$ cat src/rtl/spike_event_serializer_98bit_if.sv
// rtl/spike_event_serializer_98bit_if.sv - handshake bundle for the 98-bit spike event serializer
// Purpose: groups the vector-in, event-out and frame-status signals of the serializer.
// Signals:
//   vec_valid_i / vec_ready_o / vec_i[97:0]           : spike vector handshake (upstream -> block)
//   evt_valid_o / evt_ready_i / evt_idx_o[6:0] / evt_last_o : event handshake (block -> consumer)
//   done_o / frame_cnt_o[6:0]                          : frame-finished pulse and its event count
// Modports: slave = serializer side, master = environment side.
interface spike_event_serializer_98bit_if;
  logic        vec_valid_i;
  logic        vec_ready_o;
  logic [97:0] vec_i;
  logic        evt_valid_o;
  logic        evt_ready_i;
  logic [6:0]  evt_idx_o;
  logic        evt_last_o;
  logic        done_o;
  logic [6:0]  frame_cnt_o;

  modport slave (
    input  vec_valid_i, vec_i, evt_ready_i,
    output vec_ready_o, evt_valid_o, evt_idx_o, evt_last_o, done_o, frame_cnt_o
  );

  modport master (
    output vec_valid_i, vec_i, evt_ready_i,
    input  vec_ready_o, evt_valid_o, evt_idx_o, evt_last_o, done_o, frame_cnt_o
  );
endinterface

$ cat src/rtl/spike_event_serializer_98bit.sv
// rtl/spike_event_serializer_98bit.sv - 98-bit spike vector to ascending neuron-index event stream
// Purpose: latches a per-timestep spike vector and emits one 7-bit event per set bit, lowest index
//   first, flagging the final event of the frame; pulses done with the frame's event count.
// Ports:
//   clk   : single clock
//   reset : synchronous, active-high
//   bus   : spike_event_serializer_98bit_if.slave (vector in, events out, done/frame count)
// Optional feature macro: SPIKE_SER_PREFETCH_EN - accept the next vector in the same cycle as the
//   current frame's last event, removing the one-cycle gap between frames.
module spike_event_serializer_98bit (
  input  logic                           clk,
  input  logic                           reset,
  spike_event_serializer_98bit_if.slave  bus
);
  localparam int N_NEURON = 98;
  localparam int IDX_W    = 7;
  localparam logic [N_NEURON-1:0] ONE = N_NEURON'(1);

  typedef enum logic {IDLE = 1'b0, SCAN = 1'b1} state_t;

  state_t              r_state;
  logic [N_NEURON-1:0] r_pending;
  logic [IDX_W-1:0]    r_cnt;
  logic [IDX_W-1:0]    r_frame_cnt;
  logic                r_done;
`ifdef SPIKE_SER_PREFETCH_EN
  // An empty vector taken in the prefetch slot owes a done pulse one cycle after the
  // previous frame's done, so it is deferred through this flag.
  logic                r_done_zero;
`endif

  logic [N_NEURON-1:0] w_rest;
  logic [IDX_W-1:0]    w_idx;
  logic                w_one_left;
  logic                w_evt_valid;
  logic                w_evt_last;
  logic                w_evt_fire;
  logic                w_vec_ready;
  logic                w_vec_fire;

  // Lowest set index: scanning downward lets the lowest hit overwrite higher ones.
  always_comb begin
    w_idx = '0;
    for (int i = N_NEURON - 1; i >= 0; i--) begin
      if (r_pending[i]) w_idx = IDX_W'(i);
    end
  end

  // x & (x-1) clears the lowest set bit: it is both the post-handshake pending
  // value and, when zero with x non-zero, the "exactly one bit left" test.
  assign w_rest      = r_pending & (r_pending - ONE);
  assign w_one_left  = (r_pending != '0) && (w_rest == '0);
  assign w_evt_valid = (r_state == SCAN);
  assign w_evt_last  = w_evt_valid && w_one_left;
  assign w_evt_fire  = w_evt_valid && bus.evt_ready_i;

`ifdef SPIKE_SER_PREFETCH_EN
  // Ready during the last event regardless of evt_ready_i. If the consumer stalls
  // that last event while a vector is taken, the new vector replaces it.
  assign w_vec_ready = (r_state == IDLE) || w_evt_last;
`else
  assign w_vec_ready = (r_state == IDLE);
`endif
  assign w_vec_fire  = bus.vec_valid_i && w_vec_ready;

  always_ff @(posedge clk) begin
    if (reset) begin
      r_state     <= IDLE;
      r_pending   <= '0;
      r_cnt       <= '0;
      r_frame_cnt <= '0;
      r_done      <= 1'b0;
`ifdef SPIKE_SER_PREFETCH_EN
      r_done_zero <= 1'b0;
`endif
    end else begin
      r_done <= 1'b0;
`ifdef SPIKE_SER_PREFETCH_EN
      r_done_zero <= 1'b0;
      if (r_done_zero) begin
        r_done      <= 1'b1;
        r_frame_cnt <= '0;
      end
`endif
      if (w_evt_fire) begin
        r_pending <= w_rest;
        r_cnt     <= r_cnt + 7'd1;
        if (w_evt_last) begin
          r_state     <= IDLE;
          r_done      <= 1'b1;
          r_frame_cnt <= r_cnt + 7'd1;
        end
      end
      // Placed after the event update so a prefetched vector wins pending/counter/state.
      if (w_vec_fire) begin
        r_pending <= bus.vec_i;
        r_cnt     <= '0;
        if (bus.vec_i != '0) begin
          r_state <= SCAN;
        end else begin
          r_state <= IDLE;
`ifdef SPIKE_SER_PREFETCH_EN
          if (r_state == SCAN) begin
            r_done_zero <= 1'b1;
          end else begin
            r_done      <= 1'b1;
            r_frame_cnt <= '0;
          end
`else
          r_done      <= 1'b1;
          r_frame_cnt <= '0;
`endif
        end
      end
    end
  end

  assign bus.vec_ready_o = w_vec_ready;
  assign bus.evt_valid_o = w_evt_valid;
  assign bus.evt_idx_o   = w_idx;
  assign bus.evt_last_o  = w_evt_last;
  assign bus.done_o      = r_done;
  assign bus.frame_cnt_o = r_frame_cnt;
endmodule

$ cat src/flat_wrapper.sv
// flat-port wrapper written by rule: the top's interface ports become plain ports
module spike_event_serializer_98bit_flat 
  (clk, reset, bus_vec_valid_i, bus_vec_i, bus_evt_ready_i, bus_vec_ready_o, bus_evt_valid_o, bus_evt_idx_o, bus_evt_last_o, bus_done_o, bus_frame_cnt_o);
  spike_event_serializer_98bit_if bus_i ();
  input  logic clk;
  input  logic reset;
  input wire logic [$bits(bus_i.vec_valid_i)-1:0] bus_vec_valid_i;
  input wire logic [$bits(bus_i.vec_i)-1:0] bus_vec_i;
  input wire logic [$bits(bus_i.evt_ready_i)-1:0] bus_evt_ready_i;
  output wire logic [$bits(bus_i.vec_ready_o)-1:0] bus_vec_ready_o;
  output wire logic [$bits(bus_i.evt_valid_o)-1:0] bus_evt_valid_o;
  output wire logic [$bits(bus_i.evt_idx_o)-1:0] bus_evt_idx_o;
  output wire logic [$bits(bus_i.evt_last_o)-1:0] bus_evt_last_o;
  output wire logic [$bits(bus_i.done_o)-1:0] bus_done_o;
  output wire logic [$bits(bus_i.frame_cnt_o)-1:0] bus_frame_cnt_o;
  assign bus_i.vec_valid_i = bus_vec_valid_i;
  assign bus_i.vec_i = bus_vec_i;
  assign bus_i.evt_ready_i = bus_evt_ready_i;
  assign bus_vec_ready_o = bus_i.vec_ready_o;
  assign bus_evt_valid_o = bus_i.evt_valid_o;
  assign bus_evt_idx_o = bus_i.evt_idx_o;
  assign bus_evt_last_o = bus_i.evt_last_o;
  assign bus_done_o = bus_i.done_o;
  assign bus_frame_cnt_o = bus_i.frame_cnt_o;
  spike_event_serializer_98bit u_core (.clk(clk), .reset(reset), .bus(bus_i));
endmodule
$ cat config.mk
export PLATFORM = sky130hd
export DESIGN_NAME = spike_event_serializer_98bit_flat
export DESIGN_NICKNAME = d
export VERILOG_FILES = /design/src/rtl/spike_event_serializer_98bit_if.sv /design/src/rtl/spike_event_serializer_98bit.sv /design/src/flat_wrapper.sv
export SDC_FILE = /design/constraint.sdc
export NUM_CORES = 1
export LEC_CHECK = 0
export CAP_MARGIN = 0
export CORE_MARGIN = 2
export CORE_UTILIZATION = 56
export DETAILED_ROUTE_END_ITERATION = 12
export GPL_TIMING_DRIVEN = 1
export PLACE_DENSITY = 0.81
export SYNTH_ARGS = -nofsm -noshare
export SYNTH_HDL_FRONTEND = slang
export SYNTH_SLANG_ARGS = --single-unit
$ cat constraint.sdc
create_clock -name clk -period 5.2 [get_ports clk]
set_clock_uncertainty 0.15 [all_clocks]
set_input_delay 0.52 -clock clk [delete_from_list [all_inputs] [get_ports clk]]
set_output_delay 0.52 -clock clk [all_outputs]
set_load 0.05 [all_outputs]
After elaboration in Yosys (flattened, before gate mapping)

Index checks and enable logic that the tools add are counted.

Bits in registers: 114
Input port bits: 102
Output and inout port bits: 18
Word-level logic and storage cells: 132

Add/sub/neg operators: 2
Muxes and demuxes: 112
Bitwise operators: 2
Reduce and logical (&&, ||, !) cells: 11

Operators by type and width:

| kind                  | number |
|---|---|
| $mux 7                | 102 |
| $mux 98               | 2 |
| $reduce_bool 98->1    | 2 |
| $and 98x98->98        | 1 |
| $logic_not 98->1      | 1 |
| $sub 98x1->98 const B | 1 |
| $mux 1                | 8 |
| $add 7x1->7 const B   | 1 |
| $logic_and 1x1->1     | 4 |
| $reduce_bool 2->1     | 2 |
| $reduce_and 2->1      | 1 |
| $reduce_or 2->1       | 1 |
| $not 1->1             | 1 |

Depth between registers and ports, before layout

Depth in word-level cells: 98
Mapped depth: 13
Gate-level depth less buffers: 9

Worst setup path before layout

Ideal clock, no wire load.

Path type: reg2out
Start: register u_core.r_pending[18]
End: output port bus_evt_last_o
Arrival time: 4.194 ns
Data required time: 4.530 ns
Path slack: 0.336 ns
Stages on the path, launching flop included: 12
Path buffers: 2
Path through: dfxtp_1 buf_6 or4_4 or4_4 or3_1 buf_2 or4_4 a21bo_1 or4_1 nor4_1 o2111ai_1 nor4_2

Cells in the longest elaborated chain, start to end: 5
Elaborated cells on any way between the ends: 6
Those cells by class: add/sub (1); bitwise (1); reduce/logical (4)

Ends and longest elaborated chain:

| item                   | RTL line                           | source |
|---|---|---|
| start, declared        | spike_event_serializer_98bit.sv:22 | `logic [N_NEURON-1:0] r_pending;` |
| start signal, assigned | spike_event_serializer_98bit.sv:86 | `r_pending <= w_rest;` |
| start signal, assigned | spike_event_serializer_98bit.sv:96 | `r_pending <= bus.vec_i;` |
| $sub 98x1->98          | spike_event_serializer_98bit.sv:51 | `assign w_rest = r_pending & (r_pending - ONE);` |
| $and 98x98->98         | spike_event_serializer_98bit.sv:51 |  |
| $logic_not 98->1       | spike_event_serializer_98bit.sv:52 | `assign w_one_left = (r_pending != '0) && (w_rest == '0);` |
| $logic_and 1x1->1 (*)  | spike_event_serializer_98bit.sv:52 |  |
| $logic_and 1x1->1 (*)  | spike_event_serializer_98bit.sv:54 | `assign w_evt_last = w_evt_valid && w_one_left;` |
| end, declared          | flat_wrapper.sv:13                 | `output wire logic [$bits(bus_i.evt_last_o)-1:0] bus_evt_last_o;` |

Every way passes the cells marked *; elsewhere a longest branch is shown, timed or not.

Final worst setup path

Start: register u_core.r_pending[4]
End: output port bus_evt_last_o

The elaborated chain is that of the path after synthesis.

==> results.md <==
- Status: finished, final reports clean
- Max Slew Vio Count: 0
- CP bufs+invs: 1
- Worst Tran Pin Value: 1000 ps
- Top Ports: 120
- Number of global-route vias before repair: 9812
- Unrepaired setup endpoints after global routing: false
- Clock Latency Late Sink: 430 ps
- DRT iter0 DRCs: 1861
- CP startpoint kind: register
- CP max stage delay: 660 ps
- Pre-CTS setup slack: 516 ps
- Global-route wire length before repair: 55000 um
- CP Max Fanout: 10
- F_max: 0.198 GHz
- Crit-path cells: nor4_2 > and4_1 > nand2_1 > o31ai_1 > o2111ai_1 > a2111oi_1 > nand4_1 > nor4_4 > buf_12
- Total number of vias: 10600
- Worst hold slack: 317 ps
- Post-synthesis async set-or-reset flop share: 0%
- Total Routing Usage GR: 44.6%
- Initial antenna violation count: 0
- Post-synthesis sequential area ratio: 28.0%
- PortBufs: 119
- Worst VDD drop: 0.231 mV
- Starting Density: 56.8%
- WP data required: 4530 ps
- MaxCap Viol Count: 0
- Share of cells above drive strength 1: 8.07%
- Synthesized Nets: 1290
- Overall power: 3.21 mW
- Ys Warns: 0
- Synth top area cells: dfxtp_1, nand2_1, a21oi_1
- Crit Path Category: reg -> out
- DR WL/cell: 24.3 um
- Final nets: 1367
- Horiz. Die Dim: 125 um
- Hold_buf cts: 0
- Min-delay worst type: reg -> reg
- Max stage delay cell, worst path: nor4_2
- Routed Antenna Nets: 0
- Final wirelength: 35400 um
- Leak: 3.57 nW
- Crit path arrival time: 4380 ps
- Routability Congestion: 1.09
- Maximum clock path buffer count: 2
- Yosys reg bits: 114
- CTS tree: built
- Post-synth top flop: dfxtp_1
- Placed inst area: 9490 um^2
- Headroom to the max-slew limit: 32.4%
- Syn Area/Cell: 6.87 um^2
- Critical Path Sink Type: output pin
- Non-Filler Instances: 1461
- Area growth, synth to finish: 24.0%
- Final-report setup violation count: 0
- Yosys top cell area share: 28.0%
- H-tree depth: 4
- Clock Root Buffer: clkbuf_16
- Fin crit share: 97.1%
- Leading area contributor after synthesis: dfxtp_1
- Mapped Area: 8160 um^2
- Cell family with most CP delay: simple AND/OR/NAND/NOR gates
- Core Rows: 44
- Antenna Diode Count: 0
- Dpl hpwl: 26500 um
- Min cycle time layout: 5050 ps
- DRC: 0
- Post-synth cell types: 71
- Post-synth EDFFs: 0
- Post-synthesis cell count: 1187
- Clock Sinks: 114
- Die Height: 125 um
- Placed insts: 1428
- Cts bufs inserted: 17
- Worst-path clk slew: 60 ps
- Placeable core region: 14400 um^2
- Fin util: 70.4%
- Pre-Repair DR Iteration Count: 8
- Final WS setup: 152 ps
- Design Area, Final: 10100 um^2
- Die Footprint: 15600 um^2
- P per Cell Area: 317 nW/um^2
- Pin count of the biggest net entering global routing: 57
- Final Hold Viols: 0
- Routed vias/inst: 7.24
- Setup_tns: 0 ps
- GRT overflow: 0
synth_stat cells, types with 4 or more instances:
master / count
a21oi_1: 112
or4_1: 27
o211ai_1: 34
a211oi_1: 7
nor3_1: 26
inv_1: 22
and4_1: 8
xnor2_1: 7
clkbuf_1: 88
a22oi_1: 20
a2111oi_0: 9
nand2_1: 176
buf_1: 4
a31oi_1: 10
o31a_1: 7
o31ai_1: 16
nor2b_1: 6
o2111ai_1: 5
nand4_1: 45
o41ai_1: 7
nor4_1: 61
or2_2: 10
nor2_1: 119
o21ai_0: 61
buf_2: 6
nand3_1: 59
mux2i_1: 5
nor4_2: 8
o311ai_0: 12
dfxtp_1: 114
or3_1: 16
and3_1: 7
flip-flops by register name, summed over array words and instances (netlist names):
name                    flops
u_core.r_pending           98
u_core.r_cnt                7
u_core.bus.frame_cnt_o      7
u_core.bus.done_o           1
u_core.bus.evt_valid_o      1
placed cells by master (no fill, tap or decap), drive strengths merged, types with 11 or more instances in the layout:
cell / n
nor4: 69
a21oi: 112
clkbuf: 17
o311ai: 12
or3: 16
or4: 30
nor3: 26
buf: 40
nand2: 176
a22oi: 20
o31ai: 16
dfxtp: 114
o211ai: 34
inv: 29
o21ai: 61
nand4: 45
nor2: 119
or2: 11
nand3: 59
clkdlybuf4s50: 117
layout make-up:
type	instances	area (um^2)
Clock inverter	15	148
Clock buffer	17	425
Fill cell	1169	4250
Inverter	22	82.6
Sequential cell	114	2280
Timing Repair Buffer	157	1480
Tap cell	184	230
Multi-Input combinational cell	952	5460
metal layers:
metal	wire length, um	vias to the layer above	track usage, %
met1	13500	4840	57.3
li1	-	4667	-
met3	4170	193	9.97
met2	15300	874	69.0
met5	0	-	0
met4	2430	0	25.1
where the power goes:
part | leakage (nW) | switching (mW) | internal (mW)
registers | 0.934 | 0.114 | 0.928
logic | 2.36 | 0.629 | 0.380
clock network | 0.274 | 0.488 | 0.669
total | 3.57 | 1.23 | 1.98
worst min-delay path: stages (launching register included):
cell and delay, ps:
dfxtp_1 310, nand2_1 50, mux2i_1 60
kinds of logic (layout without fill, tap and decap cells):
logic type	count (synthesis)	in the layout	synth area share [%]
DFF	114	114	28.0
muxes	5	5	0.613
and+or+nand+nor	589	589	36.6
adders and majority gates	2	2	0.276
buffers and inverters	121	211	5.75
AOI/OAI and AO/OA	346	346	27.7
xor gates and xnor gates	10	10	1.07
path summary, 6_finish.rpt:
kind / from / end / slack [ps] / depth (start not counted)
worst max-delay path: u_core.r_pending[4]$_SDFFE_PP0P_ / bus_evt_last_o / 150 / 9
worst min-delay path: u_core.bus.frame_cnt_o[3]$_SDFF_PP0_ / u_core.bus.frame_cnt_o[3]$_SDFF_PP0_ / 320 / 2
worst max register to register: u_core.r_pending[32]$_SDFFE_PP0P_ / u_core.bus.frame_cnt_o[6]$_SDFF_PP0_ / 660 / 9
worst min register to register: u_core.bus.frame_cnt_o[3]$_SDFF_PP0_ / u_core.bus.frame_cnt_o[3]$_SDFF_PP0_ / 320 / 2
repair_timing:
action | in CTS | in global routing
gates resized for setup | 0 | 7
setup endpoints to repair | 0 | 1
setup buffers | 0 | 1
(Power assumes the default switching activity.)
